[src/rtl/qed_i_fifo.sv]
// Instruction record/replay FIFO for QED: records original instructions, replays them in duplicate mode.
// Defining QED_I_FIFO_OVF_EN adds a sticky ovf output that flags dropped inserts.
module qed_i_fifo #(
  parameter int              IW       = 32,
  parameter int              DEPTH    = 16,
  parameter logic [6:0]      NOP_OPC  = 7'h7F,
  parameter logic [IW-1:0]   NOP_WORD = IW'('h7F)
) (
  input  logic                     clk,
  input  logic                     rst,
  input  logic                     exec_dup,
  input  logic                     if_stall,
  input  logic [IW-1:0]            in_instr,
  output logic [IW-1:0]            out_instr,
  output logic                     vld_out,
  output logic                     empty,
  output logic                     full,
  output logic [$clog2(DEPTH):0]   count,
  output logic                     dup_done
`ifdef QED_I_FIFO_OVF_EN
  ,
  output logic                     ovf
`endif
);

  localparam int AW = $clog2(DEPTH);
  localparam logic [AW:0] DEPTH_C = (AW+1)'(DEPTH);

  logic [IW-1:0] mem [DEPTH];

  logic [AW-1:0] head_q, head_d;
  logic [AW-1:0] tail_q, tail_d;
  logic [AW:0]   count_q, count_d;
  logic          dup_done_q, dup_done_d;

  logic is_nop;
  logic ins;
  logic del;
  logic drop;

  assign is_nop = (in_instr[6:0] == NOP_OPC);
  assign empty  = (count_q == '0);
  assign full   = (count_q == DEPTH_C);

  // Direction is chosen solely by exec_dup, so ins and del are mutually exclusive.
  assign ins  = !rst && !exec_dup && !if_stall && !full && !is_nop;
  assign del  = !rst &&  exec_dup && !if_stall && !empty;
  assign drop = !rst && !exec_dup && !if_stall &&  full && !is_nop;

  always_comb begin
    head_d     = head_q;
    tail_d     = tail_q;
    count_d    = count_q;
    dup_done_d = 1'b0;
    if (ins) begin
      tail_d  = tail_q + 1'b1;
      count_d = count_q + 1'b1;
    end
    if (del) begin
      head_d     = head_q + 1'b1;
      count_d    = count_q - 1'b1;
      dup_done_d = (count_q == (AW+1)'(1));
    end
  end

  always_ff @(posedge clk) begin
    if (rst) begin
      head_q     <= '0;
      tail_q     <= '0;
      count_q    <= '0;
      dup_done_q <= 1'b0;
    end else begin
      head_q     <= head_d;
      tail_q     <= tail_d;
      count_q    <= count_d;
      dup_done_q <= dup_done_d;
    end
  end

  // Storage has no reset; only the pointers and count define validity.
  always_ff @(posedge clk) begin
    if (ins) begin
      mem[tail_q] <= in_instr;
    end
  end

  always_comb begin
    out_instr = NOP_WORD;
    if (ins) begin
      out_instr = in_instr;
    end else if (del) begin
      out_instr = mem[head_q];
    end
  end

  assign vld_out  = ins | del;
  assign count    = count_q;
  assign dup_done = dup_done_q;

`ifdef QED_I_FIFO_OVF_EN
  logic ovf_q, ovf_d;

  assign ovf_d = ovf_q | drop;

  always_ff @(posedge clk) begin
    if (rst) begin
      ovf_q <= 1'b0;
    end else begin
      ovf_q <= ovf_d;
    end
  end

  assign ovf = ovf_q;
`else
  logic unused_drop;
  assign unused_drop = drop;
`endif

endmodule
[config.mk]
export PLATFORM = sky130hd
export DESIGN_NAME = qed_i_fifo
export DESIGN_NICKNAME = d
export VERILOG_FILES = /design/src/rtl/qed_i_fifo.sv
export SDC_FILE = /design/constraint.sdc
export NUM_CORES = 1
export LEC_CHECK = 0
export ABC_AREA = 1
export BUFFER_PORTS_ARGS = -buffer_cell sky130_fd_sc_hd__clkbuf_2
export CAP_MARGIN = 20
export CORE_UTILIZATION = 60
export DETAILED_ROUTE_END_ITERATION = 16
export GPL_TIMING_DRIVEN = 0
export PLACE_DENSITY = 0.82
export SYNTH_ARGS = -nofsm -noshare
export SYNTH_HDL_FRONTEND = slang
export SYNTH_SLANG_ARGS = --single-unit
[constraint.sdc]
create_clock -name clk -period 3.8 [get_ports clk]
set_input_delay 0.76 -clock clk [delete_from_list [all_inputs] [get_ports clk]]
set_output_delay 0.76 -clock clk [all_outputs]
set_load 0.01 [all_outputs]
After elaboration in Yosys (flattened, before gate mapping)
Memory sizes are Yosys's and may differ from the RTL's. A register that Yosys moved wholly into a read port is not among the register bits.
Index checks and enable logic that the tools add are counted.
Storage, ports and cells
  bits in registers: 14
  memory bits (writable): 512
  bits of input ports: 36
  output and inout port bits: 41
  logic and storage cells: 38
  memories: 1
Operators by class
  add/subtract/negate cells: 4
  equality and inequality tests: 3
  mux-type cells: 8
  bitwise operators: 2
  reductions and logical operators: 16
Memory list
  mem: words 16, bits a word 32, rd ports 1, clocked after Yosys merged registers in 1, wr ports 1, line 29  | logic [IW-1:0] mem [DEPTH];
Operators by type and width (number)
  32-bit 2-to-1 mux: 2
  5-bit 2-to-1 mux: 2
  4-bit by 1-bit adder with 4-bit output (second input constant): 2
  4-bit 2-to-1 mux: 2
  7-bit == test (second input constant): 1
  1-bit logical AND: 7
  1-bit logical NOT: 6
  5-bit by 1-bit adder with 5-bit output (second input constant): 1
  5-bit by 1-bit == test with 1-bit output (second input constant): 1
  5-bit == test (second input constant): 1
  5-bit logical NOT: 1
  5-bit by 1-bit subtractor with 5-bit output (second input constant): 1
  1-bit 2-to-1 mux: 2
  2-bit nonzero test: 1
  2-bit OR reduction: 1
  1-bit NOT: 1
  1-bit bitwise OR: 1

Logic depth before layout (Yosys ltp)
Gate-level depths: netlist of the first run.
  depth in word-level cells: 7
  gate-level depth with buffers: 11
  depth with buffers taken out: 9

Worst setup path after synthesis of the first run
Ideal clock, no wire load.
  path kind: input-to-reg
  from: in rst
  to: mem mem[0][0] (enable)
  setup time: 421 ps
  arrival time: 2909 ps
  required time: 3379 ps
  slack: 470 ps
  cell stages on the path: 7
  path buffers: 2
  cell sequence: buf_6 > nor3_1 > nand3_2 > inv_2 > buf_4 > nand2_1 > nor2_1
Between the ends
  longest elaborated chain between the ends: 7
Ends and longest elaborated chain
  start, declared: line 10  | input logic rst,
  1-bit logical NOT
  1-bit logical AND (2 in series)
  1-bit logical AND (2 in series): line 46  | assign ins = !rst && !exec_dup && !if_stall && !full && !is_nop;
  1-bit 2-to-1 mux: line 82  | if (ins) begin
  1-bit 2-to-1 mux (not written as such): line 83  | mem[tail_q] <= in_instr;
  end, declared: line 29
Every way passes these cells.

==> results of run 1 <==
## cell usage in the layout, fill, tap and decap left out, types with 4 or more instances in the layout
master and instances:
nand2_1 924, edfxtp_1 512, nand3_1 239, inv_1 146
nor2_1 82, clkbuf_2 75, buf_2 69, clkbuf_16 53
o21ai_0 39, clkbuf_1 31, dfxtp_1 18, nor2_4 17
o211ai_1 16, buf_4 13, buf_1 13, clkinv_2 12
a21oi_1 10, clkinv_1 10, ha_1 9, buf_12 8
buf_16 8, inv_2 6, or2_2 5, xor2_1 5
bufinv_16 4
## worst max-delay path by stage
stage          cells past startpoint   startpoint  slack [ps]            end
5_1_grt                            8     register         130  out_instr[29]
3_5_place_dp                      10  in_instr[6]         350    mem[10][15]
4_1_cts                            8     register         210   out_instr[6]
3_3_place_gp                       9  in_instr[6]       -1560     mem[1][17]
2_1_floorplan                      7          rst         470      mem[0][0]
6_report                           8     register         180   out_instr[6]
## power by group through the flow
stage	Sequential, uW	Clock, uW	Combinational [uW]
after floorplan	6550	0	183
after global placement	6550	0	354
after detailed placement	6550	0	377
after CTS	6430	5000	380
after global routing	6430	5220	421
final	6430	5030	387
## cells by family after synthesis
group | Yosys count | synth area share
adders and majority gates | 9 | 0.00499
buffers and inverters | 267 | 0.0514
xor gates and xnor gates | 7 | 0.00272
AOI/OAI and AO/OA | 67 | 0.0167
and+or+nand+nor | 1275 | 0.227
DFF | 530 | 0.697
## per-layer routing
layer | track usage | share of wire | vias up
met5 | 0 | 0 | -
met4 | 0.181 | 0.057 | 0
met3 | 0.0629 | 0.12 | 255
met2 | 0.549 | 0.48 | 1191
met1 | 0.411 | 0.34 | 7799
li1 | - | - | 7415
## through the flow
stage	hold WS, ps	setup WS, ps
final	380	183
after global routing	386	134
after CTS	375	215
after detailed placement	484	349
after global placement	464	-1560
after floorplan	449	470
## flip-flops by register name, indices dropped and copies added (netlist names), named ones only
register	count
count	5
dup_done	1
head_q	4
mem	512
tail_q	4
## cell usage after synthesis, types with 9 or more instances
cell type	number	area share
a21oi_1	10	0.0022
buf_1	13	0.0022
buf_2	69	0.015
buf_4	13	0.0043
clkbuf_1	17	0.0028
dfxtp_1	18	0.016
edfxtp_1	512	0.68
ha_1	9	0.0050
inv_1	146	0.024
nand2_1	924	0.15
nand3_1	239	0.053
nor2_1	98	0.016
o211ai_1	16	0.0053
o21ai_0	39	0.0086
## cell type report
class | count | share of cell area
clock buffer | 67 | 0.0537
timing repair buffer | 92 | 0.0300
tap | 468 | 0.0228
inverter | 152 | 0.0222
clock inverter | 31 | 0.0102
buffer | 115 | 0.0229
sequential | 530 | 0.613
multi-input combinational | 1358 | 0.226
==> flow_metrics.env, run 1 <==
export IMPL_slowest_delay_ps=860
export IMPL_final_max_slew_viol_count=0
export IMPL_antenna_found_initial=0
export IMPL_cts_tree="yes"
export IMPL_finalHoldViolations=0
export IMPL_drive_above_1_share=0.120
export IMPL_final_cells=2813
export IMPL_grt_max_degree=27
export IMPL_p_clk_frac=0.424
export IMPL_clkTransAtPathRegs_ps=60
export IMPL_grt_usage=0.330
export IMPL_drc=0
export IMPL_design_area_um2=25700
export IMPL_die_y_um=196
export IMPL_fin_worst_skew_ps=9.94
export IMPL_fill_cells=2473
export IMPL_setup_viol=0
export IMPL_worstPathMaxFanout=10
export IMPL_die_area_um2=38400
export IMPL_clkSinkCount=530
export IMPL_internal_power_uw=9360
export IMPL_floorplan_initialDensity=0.614
export IMPL_clockBufferDepth=3
export IMPL_grt_pass1_wl_mm=93.2
export IMPL_swShare=0.209
export IMPL_min_to="count[4]"
export IMPL_routed_wl_mm=62.8
export IMPL_min_path_type="primary input to register"
export IMPL_worstPathRequired_ps=3040
export IMPL_hold_depth=2
export IMPL_ys_ff_latch=530
export IMPL_yosysWarnings=0
export IMPL_slew_headroom=0.267
export IMPL_nets=2346
export IMPL_ant_nets=0
export IMPL_area_delta_synth_final_pct=13.8
export IMPL_power_density_nw_per_um2=461
export IMPL_cts_root_buffer="clkbuf_16"
export IMPL_p_seq_frac=0.543
export IMPL_crit_type="register to output port"
export IMPL_io_pins=77
export IMPL_status="completed"
export IMPL_cp_start_kind="register"
export IMPL_utilization=0.698
export IMPL_synth_nets=2200
export IMPL_cts_resized_gates=0
export IMPL_critPathBufInv=4
export IMPL_crit_top_cell="nand3_1"
export IMPL_rsz0062_at_grt="no"
export IMPL_avgViaCountPerCell=5.92
export IMPL_syn_area_per_cell_um2=10.5
export IMPL_ff2ff_path_depth=9
export IMPL_htreeDepth=2
export IMPL_wl_per_cell_um=22.3
export IMPL_dpl_cell_count=2714
export IMPL_synth_cell_type_count=27
export IMPL_r2r_end="mem[13][19]"
export IMPL_drt_iter0_drc=2435
export IMPL_gp_congestion=0.842
export IMPL_cp_slowest_cell="buf_1"
export IMPL_clock_fmax_mhz=276
export IMPL_reg2reg_slack_ps=640
export IMPL_place_hpwl_mm=40.0
export IMPL_drv_cap=0
export IMPL_num_rows=70
export IMPL_crit_family="buffers and inverters"
export IMPL_cts_buffers=52
export IMPL_dr_pass1_iters=5
export IMPL_power_uw=11800
export IMPL_p_switching_uw=2480
export IMPL_vias=16660
export IMPL_synth_edff_count=512
export IMPL_die_width_um=196
export IMPL_multiInputGateArea_um2=5800
export IMPL_p_comb_frac=0.033
export IMPL_hp_start="rst"
export IMPL_cp_arrival_ps=2860
export IMPL_period_share=0.952
export IMPL_cts_setup_buffers=0
export IMPL_postPlaceCellArea_um2=24000
export IMPL_clock_latency_ps=590
export IMPL_antenna_cells=0
export IMPL_r2r_start="count[0]"
export IMPL_synthesis_area_um2=22600
export IMPL_core_area_um2=36800
export IMPL_grt_pass1_vias=16398
export IMPL_overflow=0
export IMPL_hold_buffers=0
export IMPL_seq_area_um2=15700
export IMPL_finalSetupTns_ps=0
export IMPL_portBuffers=75
export IMPL_critPathCaptureType="output port"
export IMPL_synth_ff_type="edfxtp_1"
export IMPL_leakage_uw=0.0104
export IMPL_fin_crit_ps=3620
export IMPL_synth_cells=2155
export IMPL_async_flop_share=0
export IMPL_ir_worst_vdd_v=0.000445
export IMPL_worstPathCellList="buf_2, buf_1, nand3_1, nand3_1, nand3_1, nand2_1, inv_1, clkbuf_2"
export IMPL_ys_seq_area_frac=0.697
export IMPL_worst_slew_pin_slew_ps=1100
(Power assumes the default switching activity.)
==> run 2: changes to the inputs <==
--- a/config.mk
+++ b/config.mk
@@ -8,6 +8,7 @@
 export ABC_AREA = 1
 export BUFFER_PORTS_ARGS = -buffer_cell sky130_fd_sc_hd__clkbuf_2
 export CAP_MARGIN = 20
+export CORE_MARGIN = 2
 export CORE_UTILIZATION = 60
 export DETAILED_ROUTE_END_ITERATION = 16
 export GPL_TIMING_DRIVEN = 0
==> constraint.sdc (replaced) <==
create_clock -name clk -period 4 [get_ports clk]
set_input_delay 0.8 -clock clk [delete_from_list [all_inputs] [get_ports clk]]
set_output_delay 0.8 -clock clk [all_outputs]
set_load 0.01 [all_outputs]
==> flow_metrics.env, run 2 (same netlist as run 1, synthesis figures left out) <==
export IMPL_wl_met1_mm=22.0
export IMPL_cts_root_buffer="clkbuf_16"
export IMPL_die_y_um=198
export IMPL_worstPathMaxFanout=10
export IMPL_slew_headroom=0.138
export IMPL_power_uw=11200
export IMPL_dp_worst_setup_slack_ps=486
export IMPL_route_met3_wl_mm=8.16
export IMPL_area_delta_synth_final_pct=13.6
export IMPL_cts_tree="yes"
export IMPL_leakage_uw=0.0104
export IMPL_clkSinkCount=530
export IMPL_final_cell_mix="924 x nand2_1, 512 x edfxtp_1, 239 x nand3_1"
export IMPL_portBuffers=75
export IMPL_htreeDepth=2
export IMPL_worst_slew_pin_slew_ps=1290
export IMPL_largest_register_ff_count=512
export IMPL_clkTransAtPathRegs_ps=60
export IMPL_place_hpwl_mm=39.7
export IMPL_die_area_um2=39200
export IMPL_crit_top_cell="nand3_1"
export IMPL_nets=2343
export IMPL_num_rows=71
export IMPL_drt_iter0_drc=2400
export IMPL_vias=16969
export IMPL_drive_above_1_share=0.118
export IMPL_core_area_um2=37300
export IMPL_critPathCaptureType="output port"
export IMPL_final_cells=2813
export IMPL_ir_worst_vdd_v=0.000285
export IMPL_dpl_cell_count=2720
export IMPL_fin_worst_skew_ps=15.2
export IMPL_overflow=0
export IMPL_dr_max_layer_used="met4"
export IMPL_cp_start_kind="register"
export IMPL_worstPathRequired_ps=3200
export IMPL_clockBufferDepth=3
export IMPL_top_register="mem"
export IMPL_wl_per_cell_um=22.9
export IMPL_ant_nets=0
export IMPL_crit_type="register to output port"
export IMPL_dr_pass1_iters=6
export IMPL_rsz0062_at_grt="no"
export IMPL_avgViaCountPerCell=6.03
export IMPL_hold_buffers=0
export IMPL_setup_viol=0
export IMPL_grt_usage=0.328
export IMPL_critPathBufInv=4
export IMPL_floorplan_initialDensity=0.605
export IMPL_holdWs_ps=429
export IMPL_gp_congestion=0.854
export IMPL_clock_latency_ps=580
export IMPL_cts_setup_buffers=0
export IMPL_drv_cap=0
export IMPL_drc=0
export IMPL_slowest_delay_ps=970
export IMPL_final_common_cell="nand2_1"
export IMPL_finalHoldViolations=0
export IMPL_grt_max_degree=28
export IMPL_cp_arrival_ps=2950
export IMPL_setup_slack_ps=246
export IMPL_status="completed"
export IMPL_cp_slowest_cell="buf_1"
export IMPL_antenna_cells=0
export IMPL_routed_wl_mm=64.3
export IMPL_grt_pass1_vias=16657
export IMPL_wl_met2_mm=30.4
export IMPL_grt_pass1_wl_mm=93.9
export IMPL_period_share=0.938
export IMPL_die_width_um=198
export IMPL_fin_crit_ps=3750
export IMPL_antenna_found_initial=1
export IMPL_clock_fmax_mhz=266
export IMPL_final_max_slew_viol_count=0
export IMPL_cts_buffers=50
export IMPL_cts_resized_gates=0
export IMPL_crit_family="buffers and inverters"
export IMPL_utilization=0.687
export IMPL_power_density_nw_per_um2=438
export IMPL_io_pins=77
export IMPL_worstPathCellList="buf_2, buf_1, nand3_1, nand3_1, nand3_1, nand3_1, nand2_1, inv_1, clkbuf_2"
export IMPL_min_path_type="primary input to register"
==> run 2: path summary, 6_finish.rpt <==
path,startpoint,to,slack (ps),depth (start not counted)
min reg2reg,tail_q[3],tail_q[3],510,2
max,register,out_instr[5],250,9
min,rst,count[1],430,2
max reg2reg,count[0],mem[12][21],750,9
==> run 2: report_power, final <==
part           total [uW]  internal (uW)  leakage, uW  switching [uW]
clock network        4750           2730     0.000796            2020
registers            6110           6100      0.00475            7.45
logic                 375           95.0      0.00481             280
==> run 2: area by class of cell <==
class	instances	area (um2)
Clock inverter	31	272
Inverter	152	571
Timing Repair Buffer	91	718
Tap cell	474	593
Buffer	115	589
Fill cell	2504	11700
Clock buffer	62	1360
Multi-Input combinational cell	1358	5800
Sequential cell	530	15700
==> run 2: stage by stage <==
stage	TNS, ps	instance area (um2)
5_1_grt	0	25600
4_1_cts	0	25600
6_report	0	25600
3_3_place_gp	-577040	23500
3_5_place_dp	0	24000
2_1_floorplan	0	22600
==> run 2: per-layer routing <==
layer | up-vias | GRT usage
li1 | 7416 | -
met1 | 7941 | 0.409
met2 | 1353 | 0.540
met3 | 259 | 0.0664
met4 | 0 | 0.186
met5 | - | 0
